[src/rtl/key_stream_fifo.sv]
// key_stream_fifo
//   Elastic first-word-fall-through buffer between the chaotic-LFSR key
//   generator and the pixel decryptor. One {R,G,B} key triplet is captured per
//   key_ready cycle; the decryptor drains the head entry with key_take. Triplets
//   arriving while the buffer is full (and not being drained) are dropped,
//   flagged in a sticky overflow bit and counted in a saturating drop counter.
//
// Ports
//   clk, rst (async, active low)   clock and reset
//   flush                          synchronous clear of contents, overflow, drop_cnt
//   key_ready, r_in/g_in/b_in      generator side: one triplet per high cycle
//   key_valid, key_take            decryptor handshake (head available / consume)
//   r_out/g_out/b_out              head triplet, zero while empty
//   level, full, empty             registered occupancy status
//   overflow, drop_cnt             sticky drop flag, saturating drop count
module key_stream_fifo #(
  parameter int unsigned DATA_W = 8,
  parameter int unsigned DEPTH  = 16,
  parameter int unsigned ADDR_W = 4
) (
  input  logic              clk,
  input  logic              rst,
  input  logic              flush,
  input  logic              key_ready,
  input  logic [DATA_W-1:0] r_in,
  input  logic [DATA_W-1:0] g_in,
  input  logic [DATA_W-1:0] b_in,
  output logic              key_valid,
  input  logic              key_take,
  output logic [DATA_W-1:0] r_out,
  output logic [DATA_W-1:0] g_out,
  output logic [DATA_W-1:0] b_out,
  output logic [ADDR_W:0]   level,
  output logic              full,
  output logic              empty,
  output logic              overflow,
  output logic [7:0]        drop_cnt
);

  localparam int unsigned     ENTRY_W   = 3 * DATA_W;
  localparam logic [ADDR_W:0] LEVEL_MAX = (ADDR_W + 1)'(DEPTH);

  logic [ENTRY_W-1:0] mem [DEPTH];

  logic [ADDR_W-1:0] wr_ptr_q, wr_ptr_d;
  logic [ADDR_W-1:0] rd_ptr_q, rd_ptr_d;
  logic [ADDR_W:0]   level_q, level_d;
  logic              full_q, full_d;
  logic              empty_q, empty_d;
  logic              overflow_q, overflow_d;
  logic [7:0]        drop_cnt_q, drop_cnt_d;

  logic              pop, push, drop, wr_en;
  logic [ENTRY_W-1:0] head;

  always_comb begin
    // pop is qualified by the registered empty flag, so a push into an empty
    // buffer with key_take high leaves the new entry in place.
    pop        = key_take & ~empty_q;
    push       = key_ready & (~full_q | pop);
    drop       = key_ready & full_q & ~pop;
    wr_en      = push & ~flush;

    wr_ptr_d   = wr_ptr_q;
    rd_ptr_d   = rd_ptr_q;
    level_d    = level_q;
    overflow_d = overflow_q;
    drop_cnt_d = drop_cnt_q;

    if (flush) begin
      wr_ptr_d   = '0;
      rd_ptr_d   = '0;
      level_d    = '0;
      overflow_d = 1'b0;
      drop_cnt_d = '0;
    end else begin
      if (push) wr_ptr_d = wr_ptr_q + ADDR_W'(1);
      if (pop)  rd_ptr_d = rd_ptr_q + ADDR_W'(1);
      if (push && !pop)      level_d = level_q + (ADDR_W + 1)'(1);
      else if (pop && !push) level_d = level_q - (ADDR_W + 1)'(1);
      if (drop) begin
        overflow_d = 1'b1;
        if (drop_cnt_q != '1) drop_cnt_d = drop_cnt_q + 8'd1;
      end
    end

    full_d  = (level_d == LEVEL_MAX);
    empty_d = (level_d == '0);
  end

  always_ff @(posedge clk or negedge rst) begin
    if (!rst) begin
      wr_ptr_q   <= '0;
      rd_ptr_q   <= '0;
      level_q    <= '0;
      full_q     <= 1'b0;
      empty_q    <= 1'b1;
      overflow_q <= 1'b0;
      drop_cnt_q <= '0;
    end else begin
      wr_ptr_q   <= wr_ptr_d;
      rd_ptr_q   <= rd_ptr_d;
      level_q    <= level_d;
      full_q     <= full_d;
      empty_q    <= empty_d;
      overflow_q <= overflow_d;
      drop_cnt_q <= drop_cnt_d;
    end
  end

  // Storage carries no reset; empty_q masks whatever it holds.
  always_ff @(posedge clk) begin
    if (wr_en) mem[wr_ptr_q] <= {r_in, g_in, b_in};
  end

  assign head      = mem[rd_ptr_q];
  assign key_valid = ~empty_q;
  assign r_out     = empty_q ? '0 : head[ENTRY_W-1 -: DATA_W];
  assign g_out     = empty_q ? '0 : head[2*DATA_W-1 -: DATA_W];
  assign b_out     = empty_q ? '0 : head[DATA_W-1:0];
  assign level     = level_q;
  assign full      = full_q;
  assign empty     = empty_q;
  assign overflow  = overflow_q;
  assign drop_cnt  = drop_cnt_q;

endmodule
[config.mk]
export PLATFORM = sky130hd
export DESIGN_NAME = key_stream_fifo
export DESIGN_NICKNAME = d
export VERILOG_FILES = /design/src/rtl/key_stream_fifo.sv
export SDC_FILE = /design/constraint.sdc
export NUM_CORES = 1
export LEC_CHECK = 0
export CORE_MARGIN = 10
export CORE_UTILIZATION = 55
export DETAILED_ROUTE_END_ITERATION = 10
export PLACE_DENSITY_LB_ADDON = 0.08
export SLEW_MARGIN = 5
export SYNTH_ARGS = -nofsm -noshare
export SYNTH_HDL_FRONTEND = slang
export SYNTH_SLANG_ARGS = --single-unit
[constraint.sdc]
create_clock -name clk -period 3.5 [get_ports clk]
set_input_delay 0.7 -clock clk [delete_from_list [all_inputs] [get_ports clk]]
set_output_delay 0.7 -clock clk [all_outputs]
set_load 0.02 [all_outputs]
==> results of run 1 <==
timing repair:
item / CTS / global route
setup buffers: 5 / 0
resized for setup: 18 / 6
endpoints found under the setup margin: 23 / 7
cells in the mapped netlist, drive strengths merged:
cell / count / area, sq um
a2bb2oi: 2 / 17.5
a221oi: 2 / 17.5
mux2i: 49 / 490
o211ai: 8 / 60.1
nand2b: 1 / 8.76
edfxtp: 384 / 11500
dfrtp: 23 / 576
nand3: 8 / 40.0
a32o: 3 / 30.0
o22ai: 14 / 87.6
nor4bb: 2 / 20.0
buf: 25 / 158
nand2: 40 / 150
or2: 1 / 6.26
clkbuf: 14 / 52.6
nand4b: 1 / 8.76
a31oi: 3 / 18.8
nor3b: 1 / 12.5
nand3b: 1 / 7.51
a311oi: 1 / 8.76
a32oi: 8 / 70.1
or3b: 1 / 8.76
and2b: 1 / 7.51
nand4: 10 / 62.6
a21oi: 5 / 25.0
and2: 1 / 6.26
o21ai: 2 / 10.0
xnor2: 5 / 43.8
and3: 2 / 12.5
a2111oi: 1 / 27.5
nor2: 47 / 179
a211oi: 1 / 7.51
ha: 8 / 100
xor2: 8 / 70.1
or3: 1 / 6.26
inv: 10 / 37.5
and4: 3 / 26.3
dfstp: 1 / 26.3
nor3: 3 / 20.0
a21boi: 1 / 11.3
mux4: 86 / 1940
nor2b: 7 / 43.8
a31o: 1 / 8.76
mux2: 2 / 26.3
sequential cells by signal, indices dropped and copies added (netlist names):
register and cells:
drop_cnt 8, empty 1, full 1, level 5
mem 384, overflow 1, rd_ptr_q 4, wr_ptr_q 4
cell type report:
class | instances | area [sq um]
Sequential cell | 408 | 12100
Inverter | 10 | 37.5
Multi-Input combinational cell | 341 | 3740
Clock buffer | 55 | 1130
Clock inverter | 17 | 125
Fill cell | 1907 | 9950
Tap cell | 384 | 480
Timing Repair Buffer | 122 | 1170
power breakdown:
group / switching (mW) / total, mW / internal [mW]
sequential: 0.0827 / 5.51 / 5.43
clock: 1.71 / 4.11 / 2.41
combinational: 0.967 / 1.88 / 0.912
total: 2.76 / 11.5 / 8.74
cells by family after synthesis:
group | synth area share
DFF | 0.755
adders and majority gates | 0.00623
xor gates and xnor gates | 0.00708
buffers and inverters | 0.0154
AOI/OAI and AO/OA | 0.0249
and+or+nand+nor | 0.0390
muxes | 0.153
worst max-delay path by stage:
stage / start / to / cells after the start
global route: rd_ptr_q[0]$_DFFE_PN0P_ / g_out[2] / 5
global placement: rd_ptr_q[1]$_DFFE_PN0P_ / b_out[0] / 5
detailed placement: rd_ptr_q[1]$_DFFE_PN0P_ / g_out[1] / 5
CTS: rd_ptr_q[0]$_DFFE_PN0P_ / r_out[0] / 6
finish: rd_ptr_q[0]$_DFFE_PN0P_ / b_out[3] / 5
floorplan: flush / mem[0][0]$_DFFE_PP_ / 3
stage by stage:
stage	cell area [sq um]	utilization	TNS (ps)	cells	setup WS, ps
global placement	17500	0.608	0	1260	291
finish	18800	0.654	0	1337	153
CTS	18800	0.654	0	1337	3.22
floorplan	16100	-	0	798	752
detailed placement	17500	0.608	0	1260	299
global route	18800	0.654	-3.99	1337	-3.99
critical path, stage by stage, from the launching register on:
cell and delay [ps]:
dfrtp_4 500, buf_6 260, mux4_2 540, mux2i_1 160
o22ai_1 100, clkdlybuf4s50_1 560
metal layers:
layer,vias up,GRT usage
li1,3511,-
met1,4175,0.256
met3,58,0.0339
met5,-,0
met2,235,0.322
met4,2,0.0597
==> metrics.txt, run 1 <==
Fin Clk Skew roughly 20 ps; Pwr Total 11.5 mW; final period utilization 0.956; Post-layout nets slightly below 1000; Die Area 0.0365 sq mm; Rows between 60 and 70; Post-CTS Hold Fix Bufs 0; CTS Sinks 408; VDD IR max slightly below 0.4 mV; diode count 0; Die Y 191 um; register area share after synthesis 0.755; Synth warnings 0; CP required between 2000 and 3000 ps; max-slew violations 0; number of port buffers between 60 and 70; status completed; Final Setup Violations 0; ANT nets after route 0; met3 WL post-DR 1.86 mm; drt wl/cell approximately 26 um; WL final 34.6 mm; Max-cap violations 0; synth-to-layout area growth 17.1%; reg-to-reg endpoint mem[4][19]$_DFFE_PP_; WHS Path Cells 2; crit end category primary output; GP Congestion around 0.78; Vias approximately 8000; Worst Hold Slack just over 500 ps; CTS tree done; pwr dens approximately 610 mW/mm^2; DR pass1 iterations 4; GRT Total Usage 0.193; syn_nets 835; Yosys cell types 52; Arrival @ worst endpoint roughly 2700 ps; hold_sp overflow$_DFFE_PN0P_; crit path time final ~3300 ps; synthesized instance count roughly 800; DRT iter0 DRCs approximately 800; Crit Path Max Fanout 17; DIE WIDTH ~190 um; Slew headroom 0.457; Seq cells post-synth 408; clk_lat worst skew around 530 ps; # H-tree levels 2; worst min-delay path class register to register; most frequent cells in the layout edfxtp_1 (384), mux4_2 (86), mux2i_1 (49), clkdlybuf4s50_1 (48), buf_4 (45); metal2 WL about 18 mm; critical path startpoint category register; vias in the first global route about 8400; commonest non-fill, non-tap cell in the layout edfxtp_1; Mapped Avg Cell Area ~20 sq um; measured slew at the worst slew-check pin a little over 800 ps; maximum clock frequency around 300 MHz; TritonCTS Buffers 43; met1 WL between 10 and 15 mm; Detailed Place HPWL 20.3 mm; Initial Util 0.559; FF-to-FF Start empty$_DFF_PN1_; Lkg Pwr between 6 and 7 nW; antenna violations before repair 1; grt ovf 0; CTS Buffer Depth 3; drt drc 0; Root Buffer Master clkbuf_16; first-pass GRT wire length ~53 mm; WS Path Type register to primary output; core box area 0.0288 sq mm; # IOs 70; RSZ-0062 raised after global routing yes; R2R setup slack approximately 1100 ps; Hold EP overflow$_DFFE_PN0P_; largest net degree at the start of global routing 29; final hold viol count 0; reg2reg path depth 5; cell area after synthesis around 0.016 sq mm; via-per-instance ratio between 5 and 6; layout cells sized above 1 0.231; Clock transition at path regs around 60 ps; top sig layer met5
Power figures use the tool's default switching activity.
==> inputs of run 2 (changes only) <==
SLEW_MARGIN = 20   (was 5)
==> results of run 2 <==
Final layout, timing and power as in run 1 (identical DEF).
==> inputs of run 3 (changes only) <==
CELL_PAD_IN_SITES_DETAIL_PLACEMENT = 1   (was default)
CELL_PAD_IN_SITES_GLOBAL_PLACEMENT = 2   (was default)
CORE_UTILIZATION = 47   (was 55)
CTS_CLUSTER_SIZE = 25   (was default)
GPL_TIMING_DRIVEN = 0   (was default)
==> run 3 against run 2 <==
  * Clock skew grew 1.2 ps
  * Sequential share of layout area shrank 1.4 points
  * Die area grew 15%
  * Critical path type unchanged
  * Critical endpoint is now r_out[5]
  * Largest power group unchanged
==> metrics.txt, run 3 (same netlist as run 1, synthesis figures left out) <==
vias in the first global route roughly 8900; commonest non-fill, non-tap cell in the layout edfxtp_1; Die Y 205 um; Final Worst Setup Slack ~120 ps; final period utilization 0.965; first-pass GRT wire length a little under 60 mm; clock share of power 0.357; Seq pwr share 0.470; Fin Clk Skew 21.0 ps; maximum clock frequency 296 MHz; reg-to-reg endpoint mem[15][5]$_DFFE_PP_; FF-to-FF Start empty$_DFF_PN1_; VDD IR max between 0.4 and 0.5 mV; CTS Sinks ~410; Initial Util 0.478; Root Buffer Master clkbuf_16; WS Path Type register to primary output; Comb pwr share 0.173; Largest register FFs roughly 380; critical path startpoint rd_ptr_q[2]$_DFFE_PN0P_; drt wl/cell 27.9 um; Slowest cell on crit path buf_2; GP Congestion ~0.74; most flop-heavy register mem; CTS Buffer Depth 3; diode count 0; Detailed Place HPWL roughly 26 mm; WL final 39.3 mm; most frequent cells in the layout edfxtp_1 (384), mux4_2 (86), mux2i_1 (48), clkdlybuf4s50_1 (44), clkbuf_16 (43); DRT iter0 DRCs 490; Max-cap violations 0; CP Cell Sequence clkbuf_1 > buf_2 > mux2i_1 > o22ai_1 > dlygate4sd2_1; # H-tree levels 2; Clock transition at path regs 60 ps; Lkg Pwr 6.12 nW; cell family with most CP delay buffers and inverters; synth-to-layout area growth 19.6%; core box area between 0.03 and 0.04 sq mm; grt ovf 0; Rows between 60 and 70; GRT Total Usage 0.190; # IOs 70; crit path time final approximately 3400 ps; CP endpoint r_out[5]; CP Depth 5; Vias roughly 8000; R2R setup slack ~900 ps; clk_lat worst skew about 540 ps; switching share of power 0.256; largest net degree at the start of global routing 25; final non-filler cell total about 1400; postcts setup bufs 0; final hold viol count 0; drt drc 0; layout cells sized above 1 0.239; measured slew at the worst slew-check pin a little under 700 ps; via-per-instance ratio 5.84; Crit Path Max Fanout 10; critical path startpoint category register; status completed; Arrival @ worst endpoint ~2700 ps; crit-path max cell delay roughly 480 ps; Critical path buffers and inverters 3; pwr dens between 600 and 700 mW/mm^2; RSZ-0062 raised after global routing yes; Die Area about 0.042 sq mm; CTS tree done; CP required 2800 ps; Post-layout nets a little under 1000; DIE WIDTH 205 um; Switching Power ~3 mW; Power Internal ~8.7 mW; number of port buffers 69; Final Setup Violations 0; ANT nets after route 0; Pwr Total between 10 and 15 mW; worst min-delay path class primary input to async pin; DR pass1 iterations 5; DP Cell Count between 1000 and 1500; Fillers a little under 3000; Worst Hold Slack 177 ps; crit end category primary output; antenna violations before repair 0; reg2reg path depth 5; Slew headroom 0.541; TritonCTS Buffers 43; pre-CTS setup slack -95.7 ps; max-slew violations 0
-- run 3: cell types whose count changed in the layout (fill, tap and decap cells not counted), sizes merged --
cell,delta
clkdlybuf4s15,+2
clkbuf,+14
buf,-11
clkinv,+7
dlymetal6s2s,-5
bufinv,-1
clkdlybuf4s50,-4
dlygate4sd2,+4
-- run 3: power groups by stage --
stage	combinational [mW]	sequential, mW	clock, mW
4_1_cts	2.05	5.49	4.24
6_report	2.02	5.49	4.17
3_3_place_gp	1.99	5.59	0
5_1_grt	2.17	5.50	4.44
3_5_place_dp	2.07	5.59	0
2_1_floorplan	1.26	5.60	0
-- run 3: timing repair --
| item | in CTS | in global routing |
|---|---|---|
| pin swaps | 0 | 0 |
| gates resized for setup | 60 | 12 |
| endpoints found under the setup margin | 24 | 14 |
| hold buffers | 0 | 0 |
-- run 3: worst min path at each step --
stage                                   end                  from  slack (ps)  cells after the start
finish                   level[0]$_DFF_PN0_                   rst         180                      1
global route        wr_ptr_q[2]$_DFFE_PN0P_                   rst         210                      1
CTS                      level[0]$_DFF_PN0_                   rst         180                      1
detailed placement     overflow$_DFFE_PN0P_  overflow$_DFFE_PN0P_         490                      2
global placement       overflow$_DFFE_PN0P_  overflow$_DFFE_PN0P_         490                      2
floorplan           drop_cnt[0]$_DFFE_PN0P_                   rst         400                      0
-- run 3: area by class of cell --
class                   instances  area, sq um  share of cell area
flip-flops and latches        408        12100               0.631
inverters                      10         37.5             0.00195
clock inverters                23          141             0.00736
clock buffers                  53         1120              0.0585
multi-input cells             341         3840               0.200
plain buffers                  39          294              0.0153
repair buffers                 85         1090              0.0568
well taps                     448          561              0.0292
-- run 3: per-layer routing --
layer  vias to the layer above  wire, um  GRT usage
met2                       211     20000      0.323
met1                      4438     16900      0.255
met5                         -         0          0
met4                         0       645     0.0420
li1                       3523         -          -
met3                        51      1740     0.0269
-- run 3: through the flow --
stage,TNS (ps),utilization,area (sq um)
detailed placement,-308,0.532,17900
global route,-10.6,0.572,19200
finish,0,0.572,19200
global placement,-444570,0.515,17300
floorplan,0,-,16100
CTS,0,0.571,19200
-- run 3: worst reg2reg max path: cells and delay by family (launching register included) --
kind / cells / cell delay, ps
buf+inv: 1 / 230
simple gates: 3 / 1240
flops: 1 / 440
compound gates: 1 / 360
